File: config.mk
export PLATFORM = sky130hd
export DESIGN_NAME = uart_receiver
export DESIGN_NICKNAME = d
export VERILOG_FILES = /design/src/rtl/uart_receiver_pkg.sv /design/src/rtl/uart_rfifo.sv /design/src/rtl/uart_receiver.sv
export SDC_FILE = /design/constraint.sdc
export NUM_CORES = 1
export LEC_CHECK = 0
export CAP_MARGIN = 0
export CORE_MARGIN = 2
export CORE_UTILIZATION = 40
export CTS_CLUSTER_DIAMETER = 50
export CTS_CLUSTER_SIZE = 40
export DETAILED_ROUTE_END_ITERATION = 6
export GPL_ROUTABILITY_DRIVEN = 0
export PLACE_DENSITY_LB_ADDON = 0.1
export SETUP_SLACK_MARGIN = 0.2
export SLEW_MARGIN = 40
export SYNTH_ARGS = -nofsm -noshare
export SYNTH_HDL_FRONTEND = slang
export SYNTH_SLANG_ARGS = --single-unit
export TNS_END_PERCENT = 100
File: constraint.sdc
create_clock -name clk -period 7.1 [get_ports clk]
set_input_delay 1.42 -clock clk [delete_from_list [all_inputs] [get_ports clk]]
set_output_delay 1.42 -clock clk [all_outputs]
set_load 0.02 [all_outputs]
File: src/rtl/uart_receiver_pkg.sv
// Shared constants and types for the UART receive path: FIFO geometry,
// line-control bit positions and receiver state encodings.
package uart_receiver_pkg;

    localparam int UART_FIFO_REC_WIDTH = 11;
    localparam int UART_FIFO_DEPTH     = 16;
    localparam int UART_FIFO_POINTER_W = 4;
    localparam int UART_FIFO_COUNTER_W = 5;

    localparam int UART_LC_BITS_LO = 0;
    localparam int UART_LC_BITS_HI = 1;
    localparam int UART_LC_SB      = 2;
    localparam int UART_LC_PE      = 3;
    localparam int UART_LC_EP      = 4;
    localparam int UART_LC_SP      = 5;

    typedef enum logic [2:0] {
        SR_IDLE       = 3'd0,
        SR_REC_START  = 3'd1,
        SR_REC_BIT    = 3'd2,
        SR_REC_PARITY = 3'd3,
        SR_REC_STOP   = 3'd4,
        SR_PUSH       = 3'd5,
        SR_WAIT_HIGH  = 3'd6
    } rx_state_e;

    // Parity bit the transmitter should have sent for the given {EP,SP} mode.
    function automatic logic expected_parity(input logic [7:0] data, input logic ep, input logic sp);
        logic par;
        case ({ep, sp})
            2'b00:   par = ~^data;
            2'b01:   par = 1'b1;
            2'b10:   par = ^data;
            default: par = 1'b0;
        endcase
        return par;
    endfunction

endpackage

File: src/rtl/uart_rfifo.sv
// 16-deep receive FIFO holding {data, parity error, framing error, break}
// entries, with a sticky overrun flag.
module uart_rfifo
    import uart_receiver_pkg::*;
(
    input  logic                           clk,
    input  logic                           wb_rst_i,
    input  logic                           push,
    input  logic                           pop,
    input  logic [UART_FIFO_REC_WIDTH-1:0] data_in,
    input  logic                           fifo_reset,
    input  logic                           reset_status,
    output logic [UART_FIFO_REC_WIDTH-1:0] data_out,
    output logic [UART_FIFO_COUNTER_W-1:0] count,
    output logic                           overrun
);

    logic [UART_FIFO_REC_WIDTH-1:0] mem_q [UART_FIFO_DEPTH];
    logic [UART_FIFO_POINTER_W-1:0] wr_ptr_q;
    logic [UART_FIFO_POINTER_W-1:0] rd_ptr_q;
    logic [UART_FIFO_COUNTER_W-1:0] count_q;
    logic                           overrun_q;
    logic                           full;
    logic                           empty;
    logic                           do_push;
    logic                           do_pop;

    assign full    = (count_q == UART_FIFO_COUNTER_W'(UART_FIFO_DEPTH));
    assign empty   = (count_q == '0);
    assign do_pop  = pop && !empty;
    // A full FIFO still takes a push when a pop frees a slot in the same clk.
    assign do_push = push && (!full || do_pop);

    // NOTE: the storage array has no reset; data_out is forced to zero while empty instead.
    always_ff @(posedge clk) begin
        if (do_push && !fifo_reset) begin
            mem_q[wr_ptr_q] <= data_in;
        end
    end

    always_ff @(posedge clk or posedge wb_rst_i) begin
        if (wb_rst_i) begin
            wr_ptr_q <= '0;
            rd_ptr_q <= '0;
            count_q  <= '0;
        end else if (fifo_reset) begin
            wr_ptr_q <= '0;
            rd_ptr_q <= '0;
            count_q  <= '0;
        end else begin
            if (do_push) wr_ptr_q <= wr_ptr_q + 1'b1;
            if (do_pop)  rd_ptr_q <= rd_ptr_q + 1'b1;
            if (do_push && !do_pop) begin
                count_q <= count_q + 1'b1;
            end else if (do_pop && !do_push) begin
                count_q <= count_q - 1'b1;
            end
        end
    end

    always_ff @(posedge clk or posedge wb_rst_i) begin
        if (wb_rst_i) begin
            overrun_q <= 1'b0;
        end else if (reset_status) begin
            overrun_q <= 1'b0;
        end else if (push && full && !do_pop) begin
            overrun_q <= 1'b1;
        end
    end

    assign data_out = empty ? '0 : mem_q[rd_ptr_q];
    assign count    = count_q;
    assign overrun  = overrun_q;

endmodule

File: src/rtl/uart_receiver.sv
// UART serial receive stage: synchronises the line, deframes characters at
// 16x oversampling, checks parity/framing/break and pushes into the receive FIFO.
module uart_receiver
    import uart_receiver_pkg::*;
(
    input  logic                           clk,
    input  logic                           wb_rst_i,
    input  logic [7:0]                     lcr,
    input  logic                           enable,
    input  logic                           srx_pad_i,
    input  logic                           rf_pop,
    input  logic                           rx_reset,
    input  logic                           lsr_mask,
    output logic [UART_FIFO_REC_WIDTH-1:0] rf_data_out,
    output logic [UART_FIFO_COUNTER_W-1:0] rf_count,
    output logic                           rf_overrun,
    output logic [2:0]                     rstate
);

    logic       srx_meta_q;
    logic       srx_q;
    rx_state_e  state_q, state_d;
    logic [4:0] counter_q, counter_d;
    logic [5:0] lcr_q, lcr_d;
    logic [7:0] shift_q, shift_d;
    logic [3:0] bit_counter_q, bit_counter_d;
    logic       parity_bit_q, parity_bit_d;
    logic       pe_q, pe_d;
    logic       fe_q, fe_d;
    logic       bi_q, bi_d;
    logic [3:0] char_bits;
    logic       brk;
    logic       rf_push;
    logic       unused_lcr_bits;

    logic [UART_FIFO_REC_WIDTH-1:0] rf_data_in;

    // Upper LCR bits belong to other blocks; the second stop bit is never checked.
    assign unused_lcr_bits = ^{lcr[7:6], lcr_q[UART_LC_SB]};

    // NOTE: sequential state uses <= so every flop sees the pre-edge values of the others.
    always_ff @(posedge clk or posedge wb_rst_i) begin
        if (wb_rst_i) begin
            srx_meta_q <= 1'b1;
            srx_q      <= 1'b1;
        end else begin
            srx_meta_q <= srx_pad_i;
            srx_q      <= srx_meta_q;
        end
    end

    always_ff @(posedge clk or posedge wb_rst_i) begin
        if (wb_rst_i) begin
            state_q       <= SR_IDLE;
            counter_q     <= '0;
            lcr_q         <= '0;
            shift_q       <= '0;
            bit_counter_q <= '0;
            parity_bit_q  <= 1'b0;
            pe_q          <= 1'b0;
            fe_q          <= 1'b0;
            bi_q          <= 1'b0;
        end else begin
            state_q       <= state_d;
            counter_q     <= counter_d;
            lcr_q         <= lcr_d;
            shift_q       <= shift_d;
            bit_counter_q <= bit_counter_d;
            parity_bit_q  <= parity_bit_d;
            pe_q          <= pe_d;
            fe_q          <= fe_d;
            bi_q          <= bi_d;
        end
    end

    assign char_bits = {2'b00, lcr_q[UART_LC_BITS_HI:UART_LC_BITS_LO]} + 4'd5;
    assign brk       = (shift_q == 8'h00) && (!lcr_q[UART_LC_PE] || !parity_bit_q) && !srx_q;

    always_comb begin
        // NOTE: every _d defaults to its _q, so no path through this block infers a latch.
        state_d       = state_q;
        counter_d     = counter_q;
        lcr_d         = lcr_q;
        shift_d       = shift_q;
        bit_counter_d = bit_counter_q;
        parity_bit_d  = parity_bit_q;
        pe_d          = pe_q;
        fe_d          = fe_q;
        bi_d          = bi_q;

        case (state_q)
            SR_IDLE: begin
                if (enable && !srx_q) begin
                    lcr_d     = lcr[5:0];
                    counter_d = 5'd7;
                    state_d   = SR_REC_START;
                end
            end
            SR_REC_START: begin
                if (enable) begin
                    if (counter_q != 5'd0) begin
                        counter_d = counter_q - 5'd1;
                    end else if (srx_q) begin
                        state_d = SR_IDLE;
                    end else begin
                        counter_d     = 5'd15;
                        shift_d       = 8'h00;
                        bit_counter_d = 4'd0;
                        parity_bit_d  = 1'b0;
                        pe_d          = 1'b0;
                        fe_d          = 1'b0;
                        bi_d          = 1'b0;
                        state_d       = SR_REC_BIT;
                    end
                end
            end
            SR_REC_BIT: begin
                if (enable) begin
                    if (counter_q != 5'd0) begin
                        counter_d = counter_q - 5'd1;
                    end else begin
                        shift_d[bit_counter_q[2:0]] = srx_q;
                        bit_counter_d = bit_counter_q + 4'd1;
                        counter_d     = 5'd15;
                        if (bit_counter_q + 4'd1 == char_bits) begin
                            state_d = lcr_q[UART_LC_PE] ? SR_REC_PARITY : SR_REC_STOP;
                        end
                    end
                end
            end
            SR_REC_PARITY: begin
                if (enable) begin
                    if (counter_q != 5'd0) begin
                        counter_d = counter_q - 5'd1;
                    end else begin
                        parity_bit_d = srx_q;
                        pe_d         = srx_q != expected_parity(shift_q, lcr_q[UART_LC_EP], lcr_q[UART_LC_SP]);
                        counter_d    = 5'd15;
                        state_d      = SR_REC_STOP;
                    end
                end
            end
            SR_REC_STOP: begin
                if (enable) begin
                    if (counter_q != 5'd0) begin
                        counter_d = counter_q - 5'd1;
                    end else begin
                        fe_d    = !srx_q || brk;
                        bi_d    = brk;
                        state_d = SR_PUSH;
                    end
                end
            end
            SR_PUSH: begin
                state_d = bi_q ? SR_WAIT_HIGH : SR_IDLE;
            end
            SR_WAIT_HIGH: begin
                if (enable && srx_q) begin
                    state_d = SR_IDLE;
                end
            end
            default: begin
                state_d = SR_IDLE;
            end
        endcase
    end

    always_comb begin
        rf_push = (state_q == SR_PUSH);
        rstate  = state_q;
    end

    assign rf_data_in = {shift_q, pe_q, fe_q, bi_q};

    uart_rfifo u_rfifo (
        .clk          (clk),
        .wb_rst_i     (wb_rst_i),
        .push         (rf_push),
        .pop          (rf_pop),
        .data_in      (rf_data_in),
        .fifo_reset   (rx_reset),
        .reset_status (lsr_mask),
        .data_out     (rf_data_out),
        .count        (rf_count),
        .overrun      (rf_overrun)
    );

endmodule
-- After elaboration in Yosys (flattened, before gate mapping)
Memory sizes are Yosys's and may differ from the RTL's.
Index checks and enable logic that the tools add are counted.
- reduce and logical (&&, ||, !) cells: 45
- add/sub/neg operators: 7
- equality and inequality tests: 26
- multiplexer cells: 70
- magnitude comparators: 2
- operators by type and width (operator ; count):
    2-to-1 mux 5 bit ; 11
    2-to-1 mux 8 bit ; 5
    2-to-1 mux 3 bit ; 13
    2-to-1 mux 4 bit ; 9
    != test 2 bit (second input constant) ; 13
    one-hot mux 3 bit (7 select lines) ; 1
    one-hot mux 5 bit (4 select lines) ; 1
    2-to-1 mux 1 bit ; 19
    AND reduction 6 bit ; 3
    one-hot mux 8 bit (2 select lines) ; 1
    adder 4 x 1 -> 4 bit (second input constant) ; 3
    logical AND 1 bit ; 12
    nonzero test 2 bit ; 6
    2-to-1 mux 11 bit ; 1
    AND reduction 11 bit ; 1
    subtractor 5 x 1 -> 5 bit (second input constant) ; 2
    equality test 3 bit (second input constant) ; 3
    bitwise mux 8 bit ; 1
    logical NOT 1 bit ; 8
    logical NOT 8 bit ; 1
    one-hot mux 1 bit (2 select lines) ; 4
    one-hot mux 4 bit (2 select lines) ; 1
    XNOR reduction 8 bit ; 1
    parity 8 bit ; 1
    other kinds (26) ; 29
- memories kept: 1
- memory bits (writable): 176
- logic and storage cells: 166
- output and inout bits: 20
- flip-flop bits (word level): 46
- input port bits: 15
- memory list (memory ; words ; bits a word ; rd ports ; clocked after memory_dff ; wr ports ; RTL line ; RTL):
    u_rfifo.mem_q ; 16 ; 11 ; 1 ; 0 ; 1 ; uart_rfifo.sv:18 ; logic [UART_FIFO_REC_WIDTH-1:0] mem_q [UART_FIFO_DEPTH];

-- Longest topological paths before layout
Gate-level depths: netlist of the first run.
- depth in word-level cells: 10
- depth in mapped cells: 9
- depth with buffers taken out: 8

-- By module
Synthesis of the first run repeated with hierarchy kept, for this count alone.
- cell total of the unflattened synthesis: 597
- area total of the unflattened synthesis: 9579.2 um^2
- by module, submodules not included (module ; seq. area each (um^2) ; area each (um^2) ; instances ; cells an instance):
    uart_rfifo ; 5635.4 ; 7721.2 ; 1 ; 389
    uart_receiver ; 778.2 ; 1858.0 ; 1 ; 208

-- Worst setup path after synthesis of the first run
OpenSTA, ideal clock, no wires.
- path kind: in2reg
- start: input rf_pop
- end: register u_rfifo.count_q[4] (netlist: u_rfifo.count[4])
- path buffers: 0
- library setup time: 82 ps
- required time: 7018 ps
- setup slack: 3907 ps
- arrival: 3111 ps
- stages: 8
- path through: o41ai_1 -> o211ai_2 -> fa_1 -> a21o_1 -> a21o_1 -> or3_1 -> a21o_1 -> a31oi_1
- longest elaborated chain between the ends: 6
- elaborated cells on any way between the ends: 10
- classes of those cells: mux: 2; reduce/logical: 8
- RTL lines (item ; RTL line ; RTL):
    start: declaration ; uart_receiver.sv:11 ; input logic rf_pop,
    logical AND 1 bit * ; uart_rfifo.sv:30 ; assign do_pop = pop && !empty;
    logical OR 1 bit ; uart_rfifo.sv:32 ; assign do_push = push && (!full || do_pop);
    logical AND 1 bit ; uart_rfifo.sv:32 ;
    logical AND 1 bit or logical NOT 1 bit (tied branches) ; uart_rfifo.sv:53, uart_rfifo.sv:55 ;
    2-to-1 mux 5 bit or logical AND 1 bit (tied branches) ; uart_rfifo.sv:53, uart_rfifo.sv:55 ;
    2-to-1 mux 5 bit or nonzero test 3 bit (tied branches) ; n/a ;
    end signal: assignment ; uart_rfifo.sv:54 ; count_q <= count_q + 1'b1;
    end signal: assignment ; uart_rfifo.sv:56 ; count_q <= count_q - 1'b1;
    end: declaration ; uart_rfifo.sv:21 ; logic [UART_FIFO_COUNTER_W-1:0] count_q;
Every way passes the cells marked *; elsewhere a longest branch is shown, timed or not.
A chain may end at the register's enable or synchronous reset.

-- Final worst setup path of the first run
- start: register u_rfifo.rd_ptr_q[0]
- end: output rf_data_out[6]
- longest elaborated chain between the ends: 2
- RTL lines (item ; RTL line ; RTL):
    start: declaration ; uart_rfifo.sv:20 ; logic [UART_FIFO_POINTER_W-1:0] rd_ptr_q;
    start signal: assignment ; uart_rfifo.sv:52 ; if (do_pop) rd_ptr_q <= rd_ptr_q + 1'b1;
    memory (16 x 11 bit) ; n/a ;
    2-to-1 mux 11 bit ; uart_rfifo.sv:71 ; assign data_out = empty ? '0 : mem_q[rd_ptr_q];
    end: declaration ; uart_receiver.sv:14 ; output logic [UART_FIFO_REC_WIDTH-1:0] rf_data_out,
Every way passes these cells.

==> results of run 1 <==
power by group:
| part | leakage [nW] | switching [mW] | internal, mW | total [mW] |
|---|---|---|---|---|
| Sequential | 2.21 | 0.183 | 1.49 | 1.67 |
| Clock | 0.444 | 0.598 | 0.770 | 1.37 |
| Combinational | 1.14 | 0.501 | 0.458 | 0.959 |
| Total | 3.79 | 1.28 | 2.72 | 4.00 |
final cells by class:
class,count,area share
Timing Repair Buffer,49,0.0397
Sequential cell,221,0.573
Clock inverter,21,0.0215
Multi-Input combinational cell,326,0.263
Clock buffer,27,0.0602
Tap cell,319,0.0356
Inverter,22,0.00759
path summary, 6_finish.rpt:
check / end / startpoint / depth (start not counted) / slack [ns]
setup reg to reg: u_rfifo.count[4] / u_rfifo.count[0] / 8 / 4.23
hold / removal: srx_q / srx_meta_q / 0 / 0.36
hold reg to reg: srx_q / srx_meta_q / 0 / 0.36
max in group asynchronous: u_rfifo.rd_ptr_q[3] / wb_rst_i / 2 / 5.35
setup / recovery: rf_data_out[6] / u_rfifo.rd_ptr_q[0] / 5 / 2.35
min in group asynchronous: u_rfifo.count[0] / wb_rst_i / 2 / 1.31
state kept, by name, indices dropped and copies added (netlist names), 3 cells and up:
name              count
u_rfifo.wr_ptr_q      4
rstate                3
u_rfifo.rd_ptr_q      4
bit_counter_q         4
counter_q             5
u_rfifo.mem_q       176
u_rfifo.count         5
lcr_q                 5
shift_q               8
kinds of logic after synthesis:
kind of cell / synth area share
adder cells (fa/ha/maj): 0.0230
XOR/XNOR: 0.0137
AND/OR/NAND/NOR: 0.0676
flip-flops: 0.671
multiplexers: 0.137
AO/OA/AOI/OAI: 0.0663
buffers and inverters: 0.0220
synthesized netlist by cell type, types with 3 or more instances:
library cell,number
a21o_1,4
a21oi_1,11
a31oi_1,6
and2_1,4
buf_1,3
buf_2,9
clkbuf_1,13
dfrtp_1,43
edfxtp_1,176
ha_1,16
inv_1,22
mux2_2,6
mux2i_1,25
mux4_2,44
nand2_1,27
nand2b_1,4
nand3_1,5
nand3b_1,4
nand4_1,3
nor2_1,50
nor2b_1,4
nor3b_1,3
o21a_1,3
o21ai_0,13
o21ai_1,17
o22ai_1,12
o31ai_1,4
or3_1,5
xnor2_1,10
xor2_1,5
worst max-delay path, cell delays in order, from the launching register on:
cell	delay, ns
dfrtp_4	0.74
buf_4	0.53
mux4_2	0.56
mux2i_1	0.25
o22ai_1	0.12
clkdlybuf4s50_1	0.56
metal layers:
metal  track usage  part of all wire
met4        0.0425             0.015
met1         0.218              0.43
met3        0.0259             0.042
met5             0                 0
met2         0.302              0.51
metrics by stage:
step | power [mW] | worst slack [ns] | cells
after floorplan | 2.33 | 3.91 | 597
after global placement | 2.64 | 2.58 | 937
after detailed placement | 2.67 | 2.55 | 937
after CTS | 4.05 | 1.97 | 985
after global routing | 4.21 | 2.08 | 985
final | 4.00 | 2.35 | 985
==> summary.md, run 1 <==
| Metric | Value |
|---|---|
| CTS root buf | `clkbuf_16` |
| Async set-reset flop share out of synthesis | `0.204` |
| Port bufs | `31` |
| CP arrival | `3.33 ns` |
| Routed len/inst | `20.7 um` |
| Fmax | `211 MHz` |
| Post-layout nets | `678` |
| DR DRC count | `0` |
| Rows | `56` |
| Setup bufs post-CTS | `0` |
| Top-area cell type share of the netlist area | `0.553` |
| Sequential Area | `6420 sq um` |
| Sum Neg Setup Slack | `0 ns` |
| Final instance area | `11200 sq um` |
| Via count | `5311` |
| Setup violators final | `0` |
| Multi-input gate area | `2950 sq um` |
| Mapped Nets | `629` |
| Fillers | `2030` |
| Drt initial violations | `288` |
| Worst Tran Pin Value | `0.695 ns` |
| CTS max path bufs | `3` |
| Leak Pwr | `3.79 nW` |
| Routed Antenna Nets | `0` |
| Worst-Skew Late Latency | `0.53 ns` |
| Sink Count | `221` |
| Remaining Overflow, GRT | `0` |
| Mapped Cells | `597` |
| Final period utilization | `0.669` |
| Resized Gates After CTS | `0` |
| Final core occ | `0.478` |
| Io pins | `35` |
| EDFF count, synth | `176` |
| Pre-antenna DRT Iters | `5` |
| Slew Limit Fails | `0` |
| Worst-path clk slew | `0.06 ns` |
| Die area | `25200 sq um` |
| Area leader, netlist | `edfxtp_1` |
| Critical Path RT | `5.68 ns` |
| Worst setup SP type | `register` |
| Core ar. | `23500 sq um` |
| Clk_skew | `0.0154 ns` |
| Dominant register cell in the synthesized netlist | `edfxtp_1` |
| Top fanout value on the critical path | `24` |
| Share of post-route cells with drive strength above 1 | `0.206` |
| Power Dens Cells | `356 nW/um^2` |
| Sequential element share of the synthesized area | `0.671` |
| First-pass GRT wire length | `31500 um` |
| Slew HR | `0.537` |
| Most common cell after layout, fill and taps aside | `edfxtp_1` |
| Netlist cell types | `68` |
| Avg Cell Area, Syn | `16.0 sq um` |
| H-tree Lvls | `1` |
| Final hold vios | `0` |
| CP Class | `reg -> out` |
| Vias in the first global route | `5441` |
| Most frequent cells in the layout | `edfxtp_1, nor2_1, mux4_2` |
| N_diodes | `0` |
| TritonCTS buffer count | `26` |
| Total GRT Usage | `0.170` |
| Peak supply drop | `0.222 mV` |
| Ranking of synthesized cells by area | `edfxtp_1, dfrtp_1, mux4_2, mux2i_1, ha_1` |
| Hold Slack | `0.355 ns` |
| Tmin final | `4.75 ns` |
| Initial antenna violation count | `0` |
| Hold-fix buffer count after cts | `0` |
| Post-synthesis register bit count | `221` |
| Max-cap violations | `0` |
| Status | `finished, final reports clean` |
| Kind of end point of the critical path | `primary output` |
| Synth-to-Final Area Change | `17.3%` |
| YS warnings | `0` |
| Mapped cell area | `9570 sq um` |
| RSZ-0062 raised after global routing | `no` |
| Die W | `159 um` |
| Die Ht | `159 um` |
| Post-place instance area | `10300 sq um` |
| CTS tree | `done` |
| Via density | `5.39` |
| HPWL after DPL | `12200 um` |
| Initial core utilization | `0.408` |
| Largest net degree at the start of global routing | `46` |
| Hold Crit Class | `reg -> reg` |
| Final WL | `20400 um` |
No activity file was read; power rests on OpenSTA's default activity.
==> run 2, diff against run 1 <==
- clock period: 7.1 -> 4.4 ns (I/O delays scaled with it)
==> run 2 against run 1 <==
Compared with the run above:
- design area is 0.23% lower
- power is 58% higher
- clock power is 50% higher
- clock skew is 0.0051 ns higher
- non-clock buffer count is 4 higher
- sequential power is 60% higher
- wire length is 2.0% lower
- core utilization is 0.11 points lower
- final cell count stayed put
- combinational power is 67% higher
- worst setup slack worse by 1.9 ns
- first-iteration DRC count is 4.2% higher
- largest cell class unchanged
==> summary.md, run 2 (synthesis results as in run 1) <==
| Metric | Value |
|---|---|
| Via density | `5.37 (was 5.39)` |
| Via count | `5292 (was 5311)` |
| Peak supply drop | `0.345 mV (was 0.222 mV)` |
| Worst-path clk slew | `0.07 ns (was 0.06 ns)` |
| Most frequent cells in the layout | `edfxtp_1, nor2_1, mux4_2 (unchanged)` |
| Worst reg2reg endpoint | `u_rfifo.count[4] (unchanged)` |
| Sequential Area | `6420 sq um (about the same)` |
| Slew Limit Fails | `0 (unchanged)` |
| Worst-Skew Late Latency | `0.53 ns (about the same)` |
| Worst Setup SP | `u_rfifo.rd_ptr_q[0] (unchanged)` |
| CP Class | `reg -> out (unchanged)` |
| Final core occ | `0.477 (was 0.478)` |
| DR DRC count | `0 (unchanged)` |
| Largest register FFs | `176 (unchanged)` |
| Fmax | `251 MHz` |
| Initial antenna violation count | `0 (unchanged)` |
| CP arrival | `3.11 ns (was 3.33 ns)` |
| Tmin final | `3.99 ns` |
| Routed len/inst | `20.3 um (was 20.7 um)` |
| Final hold vios | `0 (unchanged)` |
| N_diodes | `0 (unchanged)` |
| Hold Crit Start | `srx_meta_q (unchanged)` |
| Status | `finished, final reports clean (unchanged)` |
| Clk_skew | `0.0205 ns (was 0.0154 ns)` |
| Multi-input gate area | `2950 sq um (unchanged)` |
| Post-place instance area | `10300 sq um (about the same)` |
| Most common cell after layout, fill and taps aside | `edfxtp_1 (unchanged)` |
| Hold endpoint | `srx_q (unchanged)` |
| Setup bufs post-CTS | `0 (unchanged)` |
| Power Dens Cells | `566 nW/um^2 (was 356 nW/um^2)` |
| Initial core utilization | `0.408 (unchanged)` |
| WL met1 | `8910 um (was 8760 um)` |
| Drt initial violations | `300 (was 288)` |
| Sink Count | `221 (unchanged)` |
| Remaining Overflow, GRT | `0 (unchanged)` |
| Met3 Routed Length | `697 um (was 854 um)` |
| Pre-antenna DRT Iters | `4 (was 5)` |
| TritonCTS buffer count | `24 (was 26)` |
| Io pins | `35 (unchanged)` |
| Total GRT Usage | `0.166 (was 0.170)` |
| Worst Tran Pin Value | `0.796 ns (was 0.695 ns)` |
| Routed Antenna Nets | `0 (unchanged)` |
| Final instance area | `11200 sq um (about the same)` |
| Core ar. | `23500 sq um (unchanged)` |
| Resized Gates After CTS | `0 (unchanged)` |
| Max-cap violations | `0 (unchanged)` |
| H-tree Lvls | `1 (unchanged)` |
| Sum Neg Setup Slack | `0 ns (unchanged)` |
| CTS tree | `done (unchanged)` |
| Die area | `25200 sq um (unchanged)` |
| Kind of end point of the critical path | `primary output (unchanged)` |
| Share of post-route cells with drive strength above 1 | `0.203 (was 0.206)` |
| Slew HR | `0.469 (was 0.537)` |
| Hold Slack | `0.357 ns (was 0.355 ns)` |
| Leak Pwr | `3.77 nW (was 3.79 nW)` |
| HPWL after DPL | `12400 um (was 12200 um)` |
| Largest regs | `u_rfifo.mem_q x176, shift_q x8 (unchanged)` |
| Rows | `56 (unchanged)` |
| WHS Path Cells | `0 (unchanged)` |
| Top fanout value on the critical path | `11 (was 24)` |
| R2R Path Start | `u_rfifo.count[0] (unchanged)` |
| Setup violators final | `0 (unchanged)` |
| CTS max path bufs | `3 (unchanged)` |
| Biggest register | `u_rfifo.mem_q (unchanged)` |
| CTS root buf | `clkbuf_16 (unchanged)` |
| RSZ-0062 raised after global routing | `no (unchanged)` |
| Largest net degree at the start of global routing | `46 (unchanged)` |
| Vias in the first global route | `5388 (was 5441)` |
| Worst setup SP type | `register (unchanged)` |
| Port bufs | `31 (unchanged)` |
| Synth-to-Final Area Change | `17.0% (was 17.3%)` |
| Final period utilization | `0.907` |
| Hold-fix buffer count after cts | `0 (unchanged)` |
| Post-layout nets | `680 (was 678)` |
| Die W | `159 um (unchanged)` |
| Fillers | `2042 (was 2030)` |
| First-pass GRT wire length | `31000 um (was 31500 um)` |
| Hold Crit Class | `reg -> reg (unchanged)` |
| Final WL | `20000 um (was 20400 um)` |
| Critical Path RT | `3.52 ns (was 5.68 ns)` |
| R2R cell count | `8 (unchanged)` |
| Die Ht | `159 um (unchanged)` |
| Met2 Wirelength | `9930 um (was 10400 um)` |
| DR top layer | `met4 (unchanged)` |
| Reg2Reg Setup Slack | `1.48 ns (was 4.23 ns)` |
[run 2: cell types whose count changed in the layout (fill, tap and decap cells not counted)]
cell	delta
clkinv_8	+1
dfrtp_4	-2
clkbuf_16	-3
dfrtp_1	+1
dfrtp_2	+1
inv_6	-5
clkinvlp_4	+1
clkinv_4	-2
buf_12	+2
clkbuf_1	+1
buf_4	+2
inv_8	+3
[run 2: through the flow]
stage	std cells	worst slack, ns	power [mW]
after floorplan	597	1.70	3.76
after detailed placement	941	0.890	4.34
final	985	0.411	6.33
after global placement	941	0.930	4.29
after global routing	985	0.287	6.66
after CTS	985	0.344	6.41
[run 2: worst max-delay path by stage]
stage / endpoint / slack (ns) / depth (start not counted)
6_report: rf_data_out[0] / 0.41 / 5
3_5_place_dp: rf_data_out[0] / 0.89 / 5
2_1_floorplan: u_rfifo.count[4] / 1.70 / 8
3_3_place_gp: rf_data_out[0] / 0.93 / 5
5_1_grt: rf_data_out[0] / 0.29 / 5
4_1_cts: rf_data_out[0] / 0.34 / 5
[run 2: worst max-delay path: stages, from the launching register on]
cell and delay (ns):
dfrtp_2 0.67, buf_4 0.33, mux4_2 0.53, mux2i_1 0.31, o22ai_1 0.17, clkdlybuf4s50_1 0.59
[run 2: final cells by class]
type                            instances  area share
Inverter                               22     0.00760
Multi-Input combinational cell        326       0.263
Clock inverter                         19      0.0212
Tap cell                              319      0.0357
Sequential cell                       221       0.573
Clock buffer                           25      0.0540
Timing Repair Buffer                   53      0.0447
[run 2: per-layer routing]
layer,up-vias,track usage
met3,29,0.0229
met2,100,0.287
met1,2729,0.221
met4,0,0.0480
li1,2434,-
met5,-,0
[run 2: report_power, final]
part	internal, mW	leakage, nW	switching (mW)	total [mW]
Sequential	2.40	2.21	0.276	2.67
Clock	1.13	0.402	0.923	2.05
Combinational	0.767	1.16	0.837	1.60
Total	4.29	3.77	2.04	6.33
==> run 3, diff against run 2 <==
- CELL_PAD_IN_SITES_DETAIL_PLACEMENT: not set -> 1
- CELL_PAD_IN_SITES_GLOBAL_PLACEMENT: not set -> 2
==> run 3 against run 2 <==
Compared with the run above:
- via count up 1.2%
- worst setup slack better by 0.097 ns
- first-iteration DRC count decreased by 26%
- design area increased by 1.6%
- critical path depth stayed put
- die area unchanged
- critical endpoint is now rf_data_out[1]
- largest cell class unchanged
==> summary.md, run 3 (synthesis results as in run 1) <==
| Metric | Value |
|---|---|
| Status | `finished, final reports clean (unchanged)` |
| Worst-path clk slew | `0.07 ns (about the same)` |
| Hold Crit Start | `srx_meta_q (unchanged)` |
| Final WL | `21300 um (was 20000 um)` |
| Routed len/inst | `21.4 um (was 20.3 um)` |
| Met2 Wirelength | `10700 um (was 9930 um)` |
| Rows | `56 (unchanged)` |
| Worst-Skew Late Latency | `0.55 ns (was 0.53 ns)` |
| Hold-fix buffer count after cts | `0 (unchanged)` |
| Synth-to-Final Area Change | `18.8% (was 17.0%)` |
| Leak Pwr | `3.87 nW (was 3.77 nW)` |
| Port bufs | `31 (unchanged)` |
| Core ar. | `23500 sq um (unchanged)` |
| WHS Path Cells | `0 (unchanged)` |
| Post-layout nets | `685 (was 680)` |
| CP delay by family, top | `buffers and inverters (unchanged)` |
| WL met1 | `9490 um (was 8910 um)` |
| Clk_skew | `0.0161 ns (was 0.0205 ns)` |
| Kind of end point of the critical path | `primary output (unchanged)` |
| HPWL after DPL | `13400 um (was 12400 um)` |
| Resized Gates After CTS | `0 (unchanged)` |
| Setup violators final | `0 (unchanged)` |
| Most frequent cells in the layout | `edfxtp_1, nor2_1, mux4_2 (unchanged)` |
| Buf/Inv on CP | `2 (unchanged)` |
| Most common cell after layout, fill and taps aside | `edfxtp_1 (unchanged)` |
| Largest net degree at the start of global routing | `46 (unchanged)` |
| CTS max path bufs | `3 (unchanged)` |
| CP max stage delay | `0.78 ns (was 0.67 ns)` |
| Biggest register | `u_rfifo.mem_q (unchanged)` |
| Via density | `5.38 (was 5.37)` |
| Met3 Routed Length | `777 um (was 697 um)` |
| Die area | `25200 sq um (unchanged)` |
| Tmin final | `3.89 ns (was 3.99 ns)` |
| H-tree Lvls | `1 (unchanged)` |
| Reg2Reg Setup Slack | `1.53 ns (was 1.48 ns)` |
| Die Ht | `159 um (unchanged)` |
| Fillers | `2235 (was 2042)` |
| Pre-antenna DRT Iters | `4 (unchanged)` |
| Vias in the first global route | `5943 (was 5388)` |
| Non-Filler Instances | `995 (was 985)` |
| N_diodes | `0 (unchanged)` |
| DR DRC count | `0 (unchanged)` |
| Routed Antenna Nets | `0 (unchanged)` |
| Setup bufs post-CTS | `0 (unchanged)` |
| Hold Slack | `0.355 ns (was 0.357 ns)` |
| Sink Count | `221 (unchanged)` |
| Largest regs | `u_rfifo.mem_q x176, shift_q x8 (unchanged)` |
| Slowest-stage cell, CP | `dfrtp_2 (unchanged)` |
| Io pins | `35 (unchanged)` |
| Worst setup SP type | `register (unchanged)` |
| Largest register FFs | `176 (unchanged)` |
| R2R cell count | `8 (unchanged)` |
| Hold Crit Class | `reg -> reg (unchanged)` |
| Final hold vios | `0 (unchanged)` |
| CTS root buf | `clkbuf_16 (unchanged)` |
| CP arrival | `3.01 ns (was 3.11 ns)` |
| Drt initial violations | `221 (was 300)` |
| Share of post-route cells with drive strength above 1 | `0.213 (was 0.203)` |
| Peak supply drop | `0.346 mV (was 0.345 mV)` |
| Initial antenna violation count | `0 (unchanged)` |
| DR top layer | `met4 (unchanged)` |
| First-pass GRT wire length | `33800 um (was 31000 um)` |
| RSZ-0062 raised after global routing | `no (unchanged)` |
| Worst-path cell chain | `buf_4 > mux4_2 > mux2i_1 > o22ai_1 > clkdlybuf4s50_1 (unchanged)` |
| Slew HR | `0.528 (was 0.469)` |
| Via count | `5353 (was 5292)` |
| Power Dens Cells | `592 nW/um^2 (was 566 nW/um^2)` |
| Max-cap violations | `0 (unchanged)` |
| TritonCTS buffer count | `29 (was 24)` |
| Hold endpoint | `srx_q (unchanged)` |
| Top fanout value on the critical path | `25 (was 11)` |
| Remaining Overflow, GRT | `0 (unchanged)` |
| Critical Path RT | `3.52 ns (about the same)` |
| CTS tree | `done (unchanged)` |
| CP Class | `reg -> out (unchanged)` |
| R2R Path Start | `u_rfifo.count[0] (unchanged)` |
| Worst reg2reg endpoint | `u_rfifo.count[4] (unchanged)` |
| Slew Limit Fails | `0 (unchanged)` |
| Inst Count DP | `941 (unchanged)` |
| Sum Neg Setup Slack | `0 ns (unchanged)` |
| Final period utilization | `0.885 (was 0.907)` |
| Die W | `159 um (unchanged)` |
| Worst Tran Pin Value | `0.708 ns (was 0.796 ns)` |
| Fmax | `257 MHz (was 251 MHz)` |
| Total GRT Usage | `0.179 (was 0.166)` |
| Initial core utilization | `0.408 (unchanged)` |
| Total power | `6.73 mW (was 6.33 mW)` |
run 3: cell types whose count changed in the layout (fill, tap and decap cells not counted), sizes merged:
cell	delta
clkbuf	+7
bufinv	+2
inv	+2
clkinvlp	-1
run 3: area by class of cell:
type,instances,area (sq um),share of cell area
Sequential cell,221,6420,0.565
Tap cell,319,399,0.0351
Clock inverter,22,293,0.0258
Clock buffer,32,737,0.0648
Multi-Input combinational cell,326,2950,0.259
Inverter,22,85.1,0.00749
Timing Repair Buffer,53,488,0.0429
run 3: worst max path at each step:
stage / end / startpoint / depth (start not counted) / slack [ns]
final: rf_data_out[1] / u_rfifo.rd_ptr_q[1] / 5 / 0.51
after global routing: rf_data_out[1] / u_rfifo.rd_ptr_q[1] / 5 / 0.40
after CTS: rf_data_out[1] / u_rfifo.rd_ptr_q[1] / 5 / 0.45
after detailed placement: rf_data_out[1] / u_rfifo.rd_ptr_q[1] / 5 / 1.04
after global placement: rf_data_out[1] / u_rfifo.rd_ptr_q[1] / 5 / 1.09
after floorplan: u_rfifo.count[4] / u_rfifo.count[0] / 8 / 1.70
run 3: per-stage QoR:
stage | cell area, sq um | worst slack (ns) | utilization
3_3_place_gp | 10300 | 1.09 | 0.440
6_report | 11400 | 0.508 | 0.484
2_1_floorplan | 9570 | 1.70 | -
5_1_grt | 11400 | 0.398 | 0.484
3_5_place_dp | 10300 | 1.04 | 0.440
4_1_cts | 11400 | 0.453 | 0.484
run 3: power by group:
| group | internal, mW | total, mW | switching, mW |
|---|---|---|---|
| Clock | 1.45 | 2.44 | 0.992 |
| Sequential | 2.40 | 2.68 | 0.288 |
| Combinational | 0.762 | 1.60 | 0.841 |
| Total | 4.61 | 6.73 | 2.12 |
run 3: per-layer routing:
layer  track usage  vias to the layer above
li1              -                     2449
met1         0.233                     2789
met2         0.315                       87
met3        0.0275                       28
met4        0.0455                        0
met5             0                        -
